## config.mk

```make
export PLATFORM = sky130hd
export DESIGN_NAME = sqrt_recon_flat
export DESIGN_NICKNAME = d
export VERILOG_FILES = /design/src/rtl/sqrt_recon_pkg.sv /design/src/rtl/sqrt_recon_if.sv /design/src/rtl/sqrt_recon_dp.sv /design/src/rtl/sqrt_recon.sv /design/src/flat_wrapper.sv
export SDC_FILE = /design/constraint.sdc
export NUM_CORES = 1
export LEC_CHECK = 0
export ABC_CLOCK_PERIOD_IN_PS = 5900
export CAP_MARGIN = 40
export CORE_UTILIZATION = 40
export DETAILED_ROUTE_END_ITERATION = 10
export SLEW_MARGIN = 30
export SYNTH_ARGS = -nofsm -noshare
export SYNTH_HDL_FRONTEND = slang
export SYNTH_SLANG_ARGS = --single-unit
```

## constraint.sdc

```tcl
create_clock -name clk -period 5.9 [get_ports clk]
set_input_delay 0.885 -clock clk [delete_from_list [all_inputs] [get_ports clk]]
set_output_delay 0.885 -clock clk [all_outputs]
set_load 0.05 [all_outputs]
```

## src/rtl/sqrt_recon_pkg.sv

```systemverilog
// Shared definitions for the square-root cluster: widths, FSM state encoding,
// and iteration counter width.
package sqrt_pkg;
    localparam int DATA_W = 64;
    localparam int ROOT_W = DATA_W / 2;
    localparam int CNT_W  = $clog2(ROOT_W);

    typedef enum logic [1:0] {S_IDLE, S_CALC, S_DONE} state_t;
endpackage

```

## src/rtl/sqrt_recon_if.sv

```systemverilog
// Operand/result handshake bundle between a producer and sqrt_recon.
interface sqrt_recon_if
    import sqrt_pkg::*;
#(
    parameter int DATA_W = sqrt_pkg::DATA_W
);
    localparam int ROOT_W = DATA_W / 2;

    logic              in_valid;
    logic              in_ready;
    logic [ROOT_W-1:0] root;
    logic [ROOT_W:0]   rem;
    logic              out_valid;
    logic              out_ready;
    logic [DATA_W-1:0] data;
    logic              rem_err;

    modport master (
        output in_valid, root, rem, out_ready,
        input  in_ready, out_valid, data, rem_err
    );

    modport slave (
        input  in_valid, root, rem, out_ready,
        output in_ready, out_valid, data, rem_err
    );
endinterface

```

## src/rtl/sqrt_recon_dp.sv

```systemverilog
// Shift-add multiplier datapath: acc starts at rem and accumulates root*root,
// one multiplier bit per step.
module sqrt_recon_dp
    import sqrt_pkg::*;
#(
    parameter int DATA_W = sqrt_pkg::DATA_W
) (
    input  logic                     clk,
    input  logic                     rst_n,
    input  logic                     load,
    input  logic                     step,
    input  logic [DATA_W/2-1:0]      root,
    input  logic [DATA_W/2:0]        rem,
    output logic [DATA_W-1:0]        acc
);
    localparam int ROOT_W = DATA_W / 2;

    logic [DATA_W-1:0] mcand;
    logic [ROOT_W-1:0] mplier;
    logic [DATA_W-1:0] acc_q;

    always_ff @(posedge clk or negedge rst_n) begin
        if (!rst_n) begin
            mcand  <= '0;
            mplier <= '0;
            acc_q  <= '0;
        end else if (load) begin
            mcand  <= {{ROOT_W{1'b0}}, root};
            mplier <= root;
            acc_q  <= DATA_W'(rem);
        end else if (step) begin
            // Carry-out is dropped on purpose: non-canonical rem wraps mod 2^DATA_W.
            if (mplier[0]) begin
                acc_q <= acc_q + mcand;
            end
            mcand  <= mcand << 1;
            mplier <= mplier >> 1;
        end
    end

    assign acc = acc_q;
endmodule

```

## src/rtl/sqrt_recon.sv

```systemverilog
// Reconstructs data = root*root + rem with a fixed-latency iterative multiplier
// and flags non-canonical remainders (rem > 2*root).
module sqrt_recon
    import sqrt_pkg::*;
#(
    parameter int DATA_W = sqrt_pkg::DATA_W
) (
    input  logic        clk,
    input  logic        rst_n,
    sqrt_recon_if.slave bus
);
    localparam int ROOT_W = DATA_W / 2;
    localparam int CW     = $clog2(ROOT_W);

    state_t            state;
    state_t            state_nxt;
    logic [CW-1:0]     cnt;
    logic              load;
    logic              step;
    logic              last;
    logic              err_q;
    logic [DATA_W-1:0] acc;

    function automatic logic rem_noncanon(input logic [ROOT_W-1:0] r,
                                          input logic [ROOT_W:0]   m);
        return m > {r, 1'b0};
    endfunction

    assign last = (cnt == CW'(ROOT_W - 1));

    always_ff @(posedge clk or negedge rst_n) begin
        if (!rst_n) begin
            state <= S_IDLE;
        end else begin
            state <= state_nxt;
        end
    end

    always_comb begin
        state_nxt = state;
        load      = 1'b0;
        step      = 1'b0;
        unique case (state)
            S_IDLE: begin
                if (bus.in_valid) begin
                    load      = 1'b1;
                    state_nxt = S_CALC;
                end
            end
            S_CALC: begin
                // Always runs ROOT_W iterations, even once mplier is exhausted.
                step = 1'b1;
                if (last) begin
                    state_nxt = S_DONE;
                end
            end
            S_DONE: begin
                if (bus.out_ready) begin
                    state_nxt = S_IDLE;
                end
            end
            default: state_nxt = S_IDLE;
        endcase
    end

    always_ff @(posedge clk or negedge rst_n) begin
        if (!rst_n) begin
            cnt   <= '0;
            err_q <= 1'b0;
        end else if (load) begin
            cnt   <= '0;
            err_q <= rem_noncanon(bus.root, bus.rem);
        end else if (step) begin
            cnt   <= cnt + 1'b1;
        end
    end

    sqrt_recon_dp #(
        .DATA_W (DATA_W)
    ) u_dp (
        .clk   (clk),
        .rst_n (rst_n),
        .load  (load),
        .step  (step),
        .root  (bus.root),
        .rem   (bus.rem),
        .acc   (acc)
    );

    assign bus.in_ready  = (state == S_IDLE);
    assign bus.out_valid = (state == S_DONE);
    assign bus.data      = acc;
    assign bus.rem_err   = err_q;
endmodule

```

## src/flat_wrapper.sv

```systemverilog
// flat-port wrapper written by rule: the top's interface ports become plain ports
module sqrt_recon_flat import sqrt_pkg::*;
#(
    parameter int DATA_W = sqrt_pkg::DATA_W
)
  (clk, rst_n, bus_in_valid, bus_root, bus_rem, bus_out_ready, bus_in_ready, bus_out_valid, bus_data, bus_rem_err);
  sqrt_recon_if #(.DATA_W(DATA_W)) bus_i ();
  input  logic clk;
  input  logic rst_n;
  input wire logic [$bits(bus_i.in_valid)-1:0] bus_in_valid;
  input wire logic [$bits(bus_i.root)-1:0] bus_root;
  input wire logic [$bits(bus_i.rem)-1:0] bus_rem;
  input wire logic [$bits(bus_i.out_ready)-1:0] bus_out_ready;
  output wire logic [$bits(bus_i.in_ready)-1:0] bus_in_ready;
  output wire logic [$bits(bus_i.out_valid)-1:0] bus_out_valid;
  output wire logic [$bits(bus_i.data)-1:0] bus_data;
  output wire logic [$bits(bus_i.rem_err)-1:0] bus_rem_err;
  assign bus_i.in_valid = bus_in_valid;
  assign bus_i.root = bus_root;
  assign bus_i.rem = bus_rem;
  assign bus_i.out_ready = bus_out_ready;
  assign bus_in_ready = bus_i.in_ready;
  assign bus_out_valid = bus_i.out_valid;
  assign bus_data = bus_i.data;
  assign bus_rem_err = bus_i.rem_err;
  sqrt_recon #(.DATA_W(DATA_W)) u_core (.clk(clk), .rst_n(rst_n), .bus(bus_i));
endmodule
```

== Word level (Yosys, flattened, before mapping) ==
Cells that the tools add are included.

* Word-level logic and storage cells: 36
* Output and inout bits: 67
* Bits in registers: 168

* Multiplexer cells: 16
* $add $sub $neg: 2
* Eq/ne operators: 6
* $lt $le $gt $ge: 1
* Reduce and logical (&&, ||, !) cells: 5

{| class="wikitable"
|+ Operator list
! operator !! number
|-
| 64-bit two-way mux || 5
|-
| 64-bit adder || 1
|-
| 32-bit two-way mux || 2
|-
| 33-bit > comparator || 1
|-
| 5-bit two-way mux || 2
|-
| 2-bit two-way mux || 3
|-
| 2-bit one-hot mux with 3 select lines || 1
|-
| 5-bit by 1-bit adder with 5-bit output, second input constant || 1
|-
| 5-bit == test, second input constant || 1
|-
| 2-bit != test, second input constant || 2
|-
| 2-bit nonzero test || 2
|-
| 1-bit two-way mux || 3
|-
| 3-bit AND reduction || 1
|-
| 2-bit by 1-bit == test with 1-bit output, second input constant || 1
|-
| 2-bit == test, second input constant || 1
|-
| 2-bit zero test || 1
|-
| 2-bit by 1-bit != test with 1-bit output, second input constant || 1
|-
| 2-bit AND reduction || 1
|}

== Longest topological paths before layout ==
Gate-level depths: netlist (run 1).

* Word-level depth: 4
* Depth in mapped cells: 12
* Mapped depth without buffers: 12

== Hierarchy ==
A second synthesis (run 1) with hierarchy kept.

* Cells, all modules: 1424
* Area total of the unflattened synthesis: 11945.2 um^2

{| class="wikitable"
|+ Modules (own cells, without submodules)
! module !! cells an instance !! area each (um^2) !! instances
|-
| sqrt_recon_dp || 1270 || 10752.8 || 1
|-
| sqrt_recon || 154 || 1192.4 || 1
|}

== Worst setup path before layout (run 1) ==
OpenSTA, ideal clock, no wires.

* Path type: register -> register
* From: register u_core.u_dp.acc_q[0] (netlist: u_core.u_dp.acc[0])
* To: register u_core.u_dp.acc_q[56] (netlist: u_core.u_dp.acc[56])
* Period minus slack after synthesis: 3444 ps
* Cell stages (with the launch flop): 13
* Arrival time: 3310 ps
* Setup time: 133 ps
* Slack: 2456 ps
* Path buffers: 0
* Data required time: 5767 ps
* Cell sequence: dfrtp_1 > ha_1 > fa_1 > a211o_1 > o211ai_1 > a211o_1 > nand3b_1 > a311o_1 > a31oi_1 > o31ai_1 > a221oi_1 > xor2_1 > o21ai_0

* Longest elaborated chain between the ends: 4

{| class="wikitable"
|+ RTL lines
! what !! line !! text
|-
| start: declaration || sqrt_recon_dp.sv:20 || <nowiki>logic [DATA_W-1:0] acc_q;</nowiki>
|-
| start signal: assignment || sqrt_recon_dp.sv:30 || <nowiki>acc_q <= DATA_W'(rem);</nowiki>
|-
| start signal: assignment || sqrt_recon_dp.sv:34 || <nowiki>acc_q <= acc_q + mcand;</nowiki>
|-
| 64-bit adder || sqrt_recon_dp.sv:34 ||
|-
| 64-bit two-way mux || sqrt_recon_dp.sv:33 || <nowiki>if (mplier[0]) begin</nowiki>
|-
| 64-bit two-way mux || sqrt_recon_dp.sv:31 || <nowiki>end else if (step) begin</nowiki>
|-
| 64-bit two-way mux || sqrt_recon_dp.sv:27 || <nowiki>end else if (load) begin</nowiki>
|}

No other way between the ends. The select of a mux whose other input is x is not followed.
A chain may end at the register's enable or synchronous reset.

== Worst setup path after layout (run 1) ==
Ends and elaborated chain as after synthesis.

==> metrics.csv, run 1 <==
metric,value,unit
Avg Vias per Cell,5.82,
combinational power share,61.6,%
"Core Util, Final",49.3,%
clk_lat worst skew,0.43,ns
Synth cell types,59,
Critical Path End Type,register,
std cell rows,60,
Pint,0.00447,W
CTS Buf Count,17,
die width,168,um
clk slew on worst S/H paths,0.07,ns
# resized after CTS,0,
GR Overflow Total,0,
DRT Wirelength,31700,um
initial antenna violation count,0,
post-DP HPWL,22800,um
Sw Pwr,0.00437,W
Layout Nets,1491,
f_max,266,MHz
Crit path required time,6.19,ns
crit-path cells,"ha_1, fa_1, a211o_1, o211ai_1, a211o_1, nand3b_1, a311o_1, a31oi_1, o31ai_1, a221oi_1, xor2_1, o21ai_0",
"Hold Vio Cnt, Final",0,
register area share after synthesis,38.2,%
layout cell share with drive strength beyond 1,4.34,%
fin crit share,63.7,%
Placer Congestion,0.858,
vias in the first global route,9572,
I/O pins,136,
worst path bufs/invs,0,
pin count of the biggest net entering global routing,72,
"delay-heaviest family, CP",compound AO/OA/AOI/OAI gates,
power per standard cell area,666,nW/um2
first-pass GRT wire length,51300,um
worst-margin pin slew,0.876,ns
final number of setup-violating endpoints,0,
Final Skew,0.0133,ns
H-Tree Depth,4,
post-DR wirelength/cell,18.9,um
core area,27000,um2
Worst path depth,12,
Initial Util,40.8,%
top post-synthesis cells by count,"dfrtp_1 (168), nand2_1 (153), o21ai_0 (126)",
gr usage total,22.7,%
crit path time final,3.76,ns
Clock Power Share,13.5,%
Synth Warn #,0,
Lkg Pwr,6.12,nW
RSZ-0062 raised after global routing,false,
Clock Path Buffers,2,
Vert. Die Dim,168,um
cts hold-fix bufs,0,
syn avg cell area,8.95,um2
async set-reset flop share out of synthesis,100,%
CP Launch Type,register,
WP data arrival,4.05,ns
post-synthesis cell count,1230,
Routed Antenna Nets,0,
via count,9762,
critical-path maximum fanout,5,
Port Buffer Count,135,
Setup TNS,0,ns
Post-synth EDFFs,0,
Sw Share,49.4,%
Root Buffer Master,clkbuf_16,
reg2reg path depth,12,
Hold Path Class,in -> async,
residual DRC count,0,
DR pass1 iterations,6,
CTS tree,built,
synth-to-layout area growth,20.7,%
"Top FF cell, synth",dfrtp_1,
area fraction of the dominant cell type after synthesis,38.2,%
Synth area leader,dfrtp_1,
"slowest stage delay, CP",0.44,ns
Reg power frac,24.9,%
Worst path most repeated cell,a211o_1,
synth top area cells,"dfrtp_1 (38%), ha_1 (11%), o21ai_0 (5.7%), a221o_1 (5.6%), nand2_1 (5.2%)",
number of diodes,0,
Final Max Slew Viols,0,
die area,28200,um2
Crit-path slowest cell,a311o_1,
Synthesized Nets,1397,
synthesized flop and latch total,168,
initial drt markers,687,
outcome,"complete, no violations",
Max-Cap Viols,0,
"Cell Area, Synth",11000,um2
Rel. slew slack,41.1,%
clock sink count,168,
critical path class,reg -> reg,
most common cell in the netlist,dfrtp_1,
Max VDD drop,386,uV
"Setup Fix Bufs, Post-CTS",0,
## worst paths after layout
path                       slack, ns                            endpoint                           start
max                             2.14     u_core.u_dp.acc[56]$_DFFE_PN0P_  u_core.u_dp.acc[0]$_DFFE_PN0P_
min                             0.47  u_core.u_dp.mplier[22]$_DFFE_PN0P_                           rst_n
max reg2reg                     2.14     u_core.u_dp.acc[56]$_DFFE_PN0P_  u_core.u_dp.acc[0]$_DFFE_PN0P_
min reg2reg                     0.50           u_core.cnt[3]$_DFFE_PN0P_       u_core.cnt[3]$_DFFE_PN0P_
max in group asynchronous       4.20   u_core.u_dp.mcand[51]$_DFFE_PN0P_                           rst_n
min in group clk                0.50           u_core.cnt[3]$_DFFE_PN0P_       u_core.cnt[3]$_DFFE_PN0P_
## registers in the layout (all words and copies together) (netlist names)
register and cells:
u_core.u_dp.mplier 32, u_core.cnt 5, u_core.u_dp.mcand 64, u_core.state 2, u_core.u_dp.acc 64, u_core.bus.rem_err 1
## final cells by class
class | count | area (um2)
Inverter | 54 | 203
Fill cell | 2534 | 13700
Sequential cell | 168 | 4200
Clock inverter | 13 | 166
Tap cell | 341 | 427
Timing Repair Buffer | 148 | 1490
Clock buffer | 19 | 443
Multi-Input combinational cell | 935 | 6350
## per-stage QoR
step	std cells	total power, W	worst slack [ns]	cell area (um2)	hold slack, ns
finish	1678	0.00885	2.14	13300	0.471
global route	1678	0.00951	1.89	13300	0.518
CTS	1677	0.00885	2.18	13300	0.487
detailed placement	1645	0.00761	2.22	12600	0.489
global placement	1643	0.00756	2.29	12600	0.472
floorplan	1230	0.00607	2.46	11000	0.449
## power groups by stage
stage               Clock [W]  Combinational [W]  Sequential [W]
floorplan                   0            0.00330         0.00277
global placement            0            0.00534         0.00222
detailed placement          0            0.00540         0.00221
CTS                   0.00121            0.00544         0.00220
global route          0.00125            0.00599         0.00227
finish                0.00119            0.00545         0.00220
## cell families (layout without fill, tap and decap cells)
logic type	Yosys count	in the layout	share of synthesized area, %
AO/OA/AOI/OAI	443	443	27.5
AND/OR/NAND/NOR	329	329	13.4
flip-flops	168	168	38.2
buffers and inverters	127	234	4.41
adder cells (fa/ha/maj)	98	98	11.2
XOR/XNOR	59	59	4.69
multiplexers	6	6	0.546
## layout by cell type (no fill, tap or decap), drive strengths merged, types with 7 or more instances in the layout
master and n:
nand2 153, a21o 50, dfrtp 168, inv 59, xnor2 34, clkdlybuf4s50 134, nand2b 11, a21oi 78
clkbuf 19, a21boi 7, xor2 25, a22oi 35, nand3 11, o21ai 130, buf 13, o211ai 7
o31ai 9, ha 97, nor2b 11, o21bai 9, a31oi 10, o21a 9, nand4 28, nor3 12
a221o 62, nor2 73
## per-layer routing
layer | vias up | global-route usage, % | wire length (um)
met4 | 0 | 5.94 | 447
li1 | 4703 | - | -
met5 | - | 0 | 0
met2 | 268 | 36.7 | 14700
met3 | 34 | 4.21 | 1680
met1 | 4757 | 31.2 | 14900
(Power assumes the default switching activity.)
==> inputs of run 2 (changes only) <==
- ABC_CLOCK_PERIOD_IN_PS: 5900 -> 3600
- clock period: 5.9 -> 3.6 ns (I/O delays scaled with it)
==> run 2 against run 1 <==
Against the previous run:
- setup slack worse by 2.0 ns
- sequential share of layout area is 0.13 points lower
- die area unchanged
- non-clock buffer count up 8
- first-iteration DRC count down 1.3%
- flip-flop and latch count is the same
- cell area increased by 0.41%
- register-to-register slack got worse by 2.0 ns
- sequential power increased by 64%
- critical path type unchanged
- critical endpoint is now u_core.u_dp.acc[44]$_DFFE_PN0P_
- largest cell class unchanged
- largest power group unchanged
==> metrics.csv, run 2 (same netlist as run 1, synthesis figures left out) <==
metric,value,unit,change
outcome,"complete, no violations",,
worst-margin pin slew,0.803,ns,-0.0736 ns
Clock Path Buffers,2,,unchanged
Layout Nets,1499,,+0.54%
die area,28200,um2,unchanged
Placer Congestion,0.869,,+1.2%
power per standard cell area,1080,nW/um2,+63%
die width,168,um,unchanged
I/O pins,136,,unchanged
footprint of the multi-input gates,6370,um2,+0.32%
CP startpoint,u_core.u_dp.acc[0]$_DFFE_PN0P_,,
via count,9745,,-0.17%
std cell rows,60,,unchanged
Final Skew,0.0121,ns,-0.00112 ns
FF+latch area,4200,um2,unchanged
"Setup Fix Bufs, Post-CTS",0,,unchanged
Critical Path End Type,register,,
post-DR wirelength/cell,18.9,um,-0.21%
Initial Util,40.8,%,unchanged
H-Tree Depth,4,,unchanged
synth-to-layout area growth,21.2,%,
most frequent cells in the layout,"dfrtp_1 (168), nand2_1 (152), clkdlybuf4s50_1 (134)",,
# fillers,2574,,+1.6%
RSZ-0062 raised after global routing,false,,
residual DRC count,0,,unchanged
CP Launch Type,register,,
Vert. Die Dim,168,um,unchanged
Root Buffer Master,clkbuf_16,,
post-DP HPWL,23200,um,+1.8%
CTS tree,built,,
Max-Cap Viols,0,,unchanged
Avg Vias per Cell,5.78,,-0.65%
DRT Wirelength,31800,um,+0.26%
Inst Count DP,1652,,+0.43%
core area,27000,um2,unchanged
initial drt markers,678,,-1.3%
"Hold Vio Cnt, Final",0,,unchanged
critical path class,reg -> reg,,
layout cell share with drive strength beyond 1,5.20,%,+0.87 points
gr usage total,22.9,%,+0.15 points
FF-to-FF Start,u_core.u_dp.acc[0]$_DFFE_PN0P_,,
Lkg Pwr,6.14,nW,+0.33%
number of diodes,0,,unchanged
clk_lat worst skew,0.44,ns,about the same
GR Overflow Total,0,,unchanged
vias in the first global route,9484,,-0.92%
WP data arrival,3.77,ns,-0.28 ns
Finished Layout Cells,1686,,+0.48%
Max VDD drop,533,uV,+38%
fin crit share,96.8,%,+33 points
f_max,287,MHz,+7.8%
pin count of the biggest net entering global routing,81,,+13%
Final WS setup,0.115,ns,-2.03 ns
crit path time final,3.48,ns,-0.273 ns
CTS Buf Count,17,,unchanged
post-placement setup slack,0.114,ns,-2.10 ns
"commonest non-fill, non-tap cell in the layout",dfrtp_1,,
Port Buffer Count,135,,unchanged
initial antenna violation count,0,,unchanged
DR pass1 iterations,5,,-1
clock sink count,168,,unchanged
critical-path maximum fanout,4,,-1
Crit path required time,3.89,ns,-2.30 ns
Rel. slew slack,46.5,%,+5.4 points
first-pass GRT wire length,51600,um,+0.50%
Min Hold Slack,0.489,ns,+0.0183 ns
Hold Path Class,in -> async,,
clk slew on worst S/H paths,0.07,ns,about the same
Final Max Slew Viols,0,,unchanged
final number of setup-violating endpoints,0,,unchanged
Routed Antenna Nets,0,,unchanged
Setup TNS,0,ns,unchanged
## run 2: worst paths after layout
path	endpoint	slack, ns	cells past startpoint
max reg2reg	u_core.u_dp.acc[44]$_DFFE_PN0P_	0.12	13
min	u_core.u_dp.mplier[20]$_DFFE_PN0P_	0.49	2
min reg2reg	u_core.u_dp.mplier[31]$_DFFE_PN0P_	0.49	2
max in group asynchronous	u_core.u_dp.acc[54]$_DFFE_PN0P_	2.26	4
min in group clk	u_core.u_dp.mplier[31]$_DFFE_PN0P_	0.49	2
max	u_core.u_dp.acc[44]$_DFFE_PN0P_	0.12	13
## run 2: metal layers
layer	part of all wire (%)	GRT usage, %	vias up
li1	-	-	4721
met1	47	31.6	4739
met2	47	37.6	246
met3	4.1	3.29	39
met4	1.6	5.58	0
met5	0	0	-
## run 2: report_power, final
| part | internal, W | switching, W | total, W |
|---|---|---|---|
| sequential | 0.00279 | 0.000804 | 0.00360 |
| clock | 0.000970 | 0.000850 | 0.00182 |
| combinational | 0.00349 | 0.00555 | 0.00904 |
| total | 0.00725 | 0.00720 | 0.0145 |
## run 2: final cells by class
| type | instances | share of cell area, % |
|---|---|---|
| Multi-Input combinational cell | 935 | 47.7 |
| Sequential cell | 168 | 31.5 |
| Timing Repair Buffer | 156 | 11.8 |
| Clock buffer | 18 | 3.22 |
| Tap cell | 341 | 3.20 |
| Inverter | 54 | 1.52 |
| Clock inverter | 14 | 1.04 |
## run 2: critical path, stage by stage, from the launching register on
cell and delay [ns]:
dfrtp_1 0.40, ha_1 0.24, fa_1 0.44, a211o_1 0.30
o211ai_1 0.14, a211o_1 0.20, nand3b_1 0.11, a311o_1 0.41
a31oi_2 0.27, o31ai_1 0.20, buf_4 0.20, a21boi_0 0.20
xor2_1 0.15, o21ai_0 0.08
## run 2: repair_timing
action                     4_1_cts  5_1_grt
resized for setup                0        6
hold buffers                     0        1
hold endpoints to repair         0       12
setup endpoints to repair        0        4
## run 2: per-stage QoR
stage | power [W] | utilization [%] | area [um2]
after floorplan | 0.00995 | - | 11000
after global placement | 0.0125 | 47.2 | 12700
after detailed placement | 0.0126 | 47.2 | 12700
after CTS | 0.0145 | 49.3 | 13300
after global routing | 0.0156 | 49.5 | 13300
final | 0.0145 | 49.5 | 13300
==> inputs of run 3 (changes only) <==
- TNS_END_PERCENT: unset -> 5
==> results of run 3 <==
The final DEF is identical to that of run 2; final timing and power are the same.
